[config.mk]
export PLATFORM = sky130hd
export DESIGN_NAME = mod_updown_counter
export DESIGN_NICKNAME = d
export VERILOG_FILES = /design/src/rtl/alarm_pkg.sv /design/src/rtl/mod_updown_counter.sv
export SDC_FILE = /design/constraint.sdc
export NUM_CORES = 1
export LEC_CHECK = 0
export ABC_AREA = 1
export CAP_MARGIN = 20
export CORE_AREA = 8 8 45 47
export DETAILED_ROUTE_END_ITERATION = 6
export DIE_AREA = 0 0 53 55
export DONT_BUFFER_PORTS = 1
export PLACE_DENSITY = 0.75
export SYNTH_ARGS = -nofsm -noshare
export SYNTH_HDL_FRONTEND = slang
export SYNTH_SLANG_ARGS = --single-unit
export TNS_END_PERCENT = 50
[constraint.sdc]
create_clock -name clk -period 2.33 [get_ports clk]
set_clock_uncertainty 0.1 [all_clocks]
set_input_delay 0.466 -clock clk [delete_from_list [all_inputs] [get_ports clk]]
set_output_delay 0.466 -clock clk [all_outputs]
set_load 0.005 [all_outputs]
[src/rtl/alarm_pkg.sv]
// rtl/alarm_pkg.sv - shared constants for the alarm time-keeping counters
package alarm_pkg;

  localparam logic DIR_UP   = 1'b1;
  localparam logic DIR_DOWN = 1'b0;

  localparam int MODE_WRAP = 0;
  localparam int MODE_SAT  = 1;

  localparam int SEC_MOD = 60;
  localparam int MIN_MOD = 60;
  localparam int HR_MOD  = 24;

endpackage

[src/rtl/mod_updown_counter.sv]
// rtl/mod_updown_counter.sv - modulo-N up/down counter with clear, load, saturate and cascade outputs
module mod_updown_counter
  import alarm_pkg::*;
#(
  parameter int WIDTH     = 6,
  parameter int MODULUS   = 60,
  parameter int SATURATE  = MODE_WRAP,
  parameter int RESET_VAL = 0
) (
  input  logic             clk,
  input  logic             rst,
  input  logic             en,
  input  logic             up_dn,
  input  logic             clr,
  input  logic             load,
  input  logic [WIDTH-1:0] load_val,
  output logic [WIDTH-1:0] Q,
  output logic             tc,
  output logic             wrap,
  output logic             at_limit
);

  if (WIDTH < 1 || MODULUS < 2 || longint'(MODULUS) > (longint'(1) << WIDTH) ||
      RESET_VAL < 0 || RESET_VAL >= MODULUS ||
      (SATURATE != MODE_WRAP && SATURATE != MODE_SAT)) begin : g_bad_params
    $error("mod_updown_counter: illegal WIDTH/MODULUS/SATURATE/RESET_VAL combination");
  end

  localparam logic [WIDTH-1:0] MAX_VAL   = WIDTH'(MODULUS - 1);
  localparam logic [WIDTH-1:0] RST_Q     = WIDTH'(RESET_VAL);
  localparam bit               WRAP_MODE = (SATURATE == MODE_WRAP);

  logic [WIDTH-1:0] q_q, q_d;
  logic             wrap_q, wrap_d;
  logic             limit;
  logic             step;

  assign limit    = (up_dn == DIR_UP) ? (q_q == MAX_VAL) : (q_q == '0);
  assign step     = en & ~clr & ~load;
  assign at_limit = limit;
  assign tc       = step & limit;

  always_comb begin
    q_d    = q_q;
    wrap_d = tc & WRAP_MODE;
    if (clr) begin
      q_d = '0;
    end else if (load) begin
      // Clamp keeps Q inside 0..MODULUS-1 whatever the loader supplies.
      q_d = (load_val > MAX_VAL) ? MAX_VAL : load_val;
    end else if (en) begin
      if (limit) begin
        if (WRAP_MODE) begin
          q_d = (up_dn == DIR_UP) ? '0 : MAX_VAL;
        end
      end else begin
        q_d = (up_dn == DIR_UP) ? q_q + 1'b1 : q_q - 1'b1;
      end
    end
  end

  always_ff @(posedge clk or posedge rst) begin
    if (rst) begin
      q_q    <= RST_Q;
      wrap_q <= 1'b0;
    end else begin
      q_q    <= q_d;
      wrap_q <= wrap_d;
    end
  end

  assign Q    = q_q;
  assign wrap = wrap_q;

endmodule

==> Word level (Yosys, flattened, before mapping) <==
Cells that the tools add are included.
W data, S select, Z words.
{ "totals": {"word_cells": 21, "reg_bits": 7} }
{ "classes": {"muxes": 8, "n_eq_ne": 1, "n_lt_le_gt_ge": 1, "bitwise_logic": 5, "reduce_logical": 2, "addsub": 2} }
{ "ops": {"columns": ["cell", "n"], "rows": [
  ["$mux W6", 7],
  ["$add A6 B1 Y6 const B", 1],
  ["$eq A6 B6 Y1 const B", 1],
  ["$gt A6 B6 Y1 const B", 1],
  ["$logic_not A6 Y1", 1],
  ["$sub A6 B1 Y6 const B", 1],
  ["$and A1 B1 Y1", 3],
  ["$reduce_bool A3 Y1", 1],
  ["$not A1 Y1", 2],
  ["$mux W1", 1]
]} }

==> Longest topological paths before layout <==
{ "depth": {"ltp_word": 6, "depth_mapped": 13, "mapped_depth_nobuf": 13} }

==> Least setup slack after synthesis <==
Ideal clock, no wire load.
{ "synth_path": {"kind": "input -> output", "startpoint": "input port up_dn", "endpoint": "output port tc", "path_stages": 5, "t_required_ps": 1764, "setup_slack_ps": 676, "n_path_buf": 0, "arrival_ps": 1088, "path_cell_list": "nor2_1 nand3_1 nand2_2 nand2_4 nor4_1"} }
{ "synth_via": {"elab_chain_len": 2} }
{ "synth_rtl": {"columns": ["element", "line_no", "text"], "rows": [
  ["start: declaration", "mod_updown_counter.sv:13", "input logic up_dn,"],
  ["$mux W1", "mod_updown_counter.sv:38", "assign limit = (up_dn == DIR_UP) ? (q_q == MAX_VAL) : (q_q == '0);"],
  ["$and A1 B1 Y1", "mod_updown_counter.sv:41", "assign tc = step & limit;"],
  ["end: declaration", "mod_updown_counter.sv:18", "output logic tc,"]
]} }
No other way between the ends.

==> Worst setup path in the final report <==
{ "layout_path": {"startpoint": "register q_q[5] (netlist: Q[5])", "endpoint": "output port tc"} }
{ "layout_via": {"elab_chain_len": 3, "elab_cells_between_ends": 4} }
{ "layout_rtl": {"columns": ["element", "line_no", "text"], "rows": [
  ["start: declaration", "mod_updown_counter.sv:33", "logic [WIDTH-1:0] q_q, q_d;"],
  ["start signal: assignment", "mod_updown_counter.sv:67", "q_q <= q_d;"],
  ["$eq A6 B6 Y1 / $logic_not A6 Y1 (equally long branches)", "mod_updown_counter.sv:38", null],
  ["$mux W1 *", "mod_updown_counter.sv:38", null],
  ["$and A1 B1 Y1 *", "mod_updown_counter.sv:41", null]
]} }
Every way passes the cells marked *; elsewhere a longest branch is shown, timed or not.

==> metrics.cfg <==
[run_status]
outcome=finished clean

[synthesis]
synth.top_cell.area_share_pct=25.1
synth_nets=125
ys_seq_area_share_pct=25.1
synth_cells=108
ys_types=21
synth_top_area_cell=dfrtp_1
avgSynthCellArea_um2=6.45
syn_area_um2=697
yosysWarnings=0
synth_seq_cells=7
yosys-top-cells-area=dfrtp_1 25%, nand2_1 21%, nor2_1 7.5%

[power_and_ir_drop]
finalPower_uw=429
ir_drop_v=0.000332
p_per_area_nw_per_um2=568
leakage_nw=0.443

[global_routing]
antenna_found_initial=0
grt_max_degree=10
grt_usage_pct=13.6
grt_pass1_wl_um=2990
grt_pass1_vias=705
grt_overflow_total=0

[cells_and_area]
area_growth_pct=8.26
antenna_cells=0
fill_cells=140
ff_latch_area_um2=175
finalNetCount=131
multi_input_area_um2=440
layout-drive-gt1-share_pct=15.9

[critical_path]
start_kind=flip-flop
rr_startpoint=Q[0]
path_buf_inv=0
crit_slowest_cell=dfrtp_1
crit_type=flip-flop to output port
critPathMaxStageDelay_ns=0.46
crit_chain=nor2_1, nand3_1, nand2_2, nand2_4, nor4_1
worst-path-max-fanout=7
crit_path_end_kind=output port
arrival_ns=1.53
worstPathRequired_ns=1.76
r2r-end=Q[4]
cp_top_family=simple AND/OR/NAND/NOR gates
worst_r2r_path_depth=12
startpoint=Q[5]
r2r_slack_ns=0.51

[sta]
hold_violations=0
final_max_slew_viol_count=0
maxSlewHeadroom_pct=68.0
setup_viol=0
fmax_ghz=0.477
worst_pin_slew_ns=0.476
fin_crit_ns=2.10
setup_tns_ns=0
post-route-period-util_pct=90.1
rsz0062_at_grt=false

[drt]
ant_nets=0
drt_iter0_markers=14
vias=672
routedWlPerCell_um=12.9
routed_wirelength_um=1660
drt-pass1-iter-count=6
drc=0
viasPerCell=5.21

[place]
io_buffers=0
place_congestion=0.827
dp_hpwl_um=1380

[hold_path]
min_path_type=input port to flip-flop
whs_endpoint=wrap
hold_start=load
min_delay_path_depth=1

[cts]
htreeDepth=1
clock_sinks=7
cts_root_buffer=clkbuf_4
cts_max_path_buffers=2
post_cts_resized=0
cts-buffers-inserted=3
clk_pin_slew_worst_paths_ns=0.06
clock_latency_ns=0.25
cts_tree=yes

[floorplanning]
ios=21
die_w_um=53
row_count=14
fp.coreArea_um2=1380
die_area_um2=2920
die_h_um=55
start_util_pct=50.4

[run]
max_cap_viol_count=0

[cells in the final DEF, fill, tap and decap left out]
cell / netlist / routed
nand2_1: 39 / 39
nor2_1: 14 / 14
inv_1: 13 / 13
dfrtp_1: 7 / 7
nand3_1: 6 / 6
inv_2: 4 / 4
a21oi_1: 4 / 4
ha_1: 4 / 4
o21ai_1: 3 / 3
clkbuf_4: 0 / 3
nor3_2: 2 / 2
nand3_2: 2 / 2
nand2_2: 1 / 1
nand2_4: 1 / 1
nand4_1: 1 / 1
nor2_2: 1 / 1
xor2_1: 1 / 1
nand4_2: 1 / 1
bufinv_8: 1 / 1
nor4_1: 1 / 1
o21ai_2: 1 / 1
fa_1: 1 / 1
clkinv_2: 0 / 1
dlygate4sd3_1: 0 / 1
[stage by stage]
| stage | util (%) | hold slack [ns] | instances | instance area, um^2 | setup WS [ns] |
|---|---|---|---|---|---|
| after floorplan | - | 0.169 | 108 | 697 | 0.676 |
| after global placement | 51.8 | 0.191 | 124 | 717 | 0.510 |
| after detailed placement | 51.8 | 0.196 | 124 | 717 | 0.487 |
| after CTS | 54.5 | 0.203 | 129 | 754 | 0.209 |
| after global routing | 54.5 | 0.201 | 129 | 754 | 0.0572 |
| final | 54.5 | 0.209 | 129 | 754 | 0.232 |
[layer usage]
layer  wire length [um]  share of wire, %  vias up  track usage (%)
met4                 12              0.72        0             6.47
met5                  0                 0        -                0
met1                692                42      297             15.3
met3                165               9.9        2             4.81
li1                   -                 -      348                -
met2                790                48       25             22.5
[state kept, by name, summed over array words and instances (netlist names)]
signal,cells
Q,6
wrap,1
[Yosys cell counts, drive strengths merged]
| cell | count |
|---|---|
| fa | 1 |
| o21ai | 4 |
| nand2 | 41 |
| ha | 4 |
| bufinv | 1 |
| nor3 | 2 |
| a21oi | 4 |
| dfrtp | 7 |
| nand4 | 2 |
| nand3 | 8 |
| xor2 | 1 |
| nor2 | 15 |
| nor4 | 1 |
| inv | 17 |
[worst reg2reg max path: cells and delay by family, from the launching register on]
family | cells | cell delay [ns]
adders and majority gates | 1 | 0.45
and+or+nand+nor | 9 | 0.52
DFF | 1 | 0.46
buffers and inverters | 2 | 0.17
[worst max path at each step]
stage | to | slack (ns) | cells past startpoint
finish | tc | 0.23 | 5
CTS | tc | 0.21 | 5
detailed placement | tc | 0.49 | 5
global route | tc | 0.06 | 6
floorplan | tc | 0.68 | 5
global placement | tc | 0.51 | 6
[logic make-up (layout without fill, tap and decap cells)]
family                   count (synthesis)  count (layout)  share of synthesized area [%]
AO/OA/AOI/OAI                            8               8                           6.28
XOR/XNOR                                 1               1                           1.26
adder cells (fa/ha/maj)                  5               5                           10.1
buffers and inverters                   18              23                           11.7
flip-flops                               7               7                           25.1
AND/OR/NAND/NOR                         69              69                           45.6
[what timing repair did]
action	CTS	global route
buffers inserted	0	0
hold buffers	1	0
hold endpoints to repair	7	0
setup endpoints to repair	0	0
[report_power, final]
group          internal [mW]  leakage (nW)  switching (mW)
clock network         0.0630        0.0177          0.0503
logic                 0.0621         0.335          0.0943
registers              0.134        0.0907          0.0247
[area by class of cell]
class / count / area share [%]
clock buffers: 3 / 2.99
clock inverters: 1 / 0.663
inverters: 18 / 10.8
multi-input cells: 83 / 58.4
flip-flops and latches: 7 / 23.2
well taps: 16 / 2.65
repair buffers: 1 / 1.33
No activity file was read; power rests on OpenSTA's default activity.
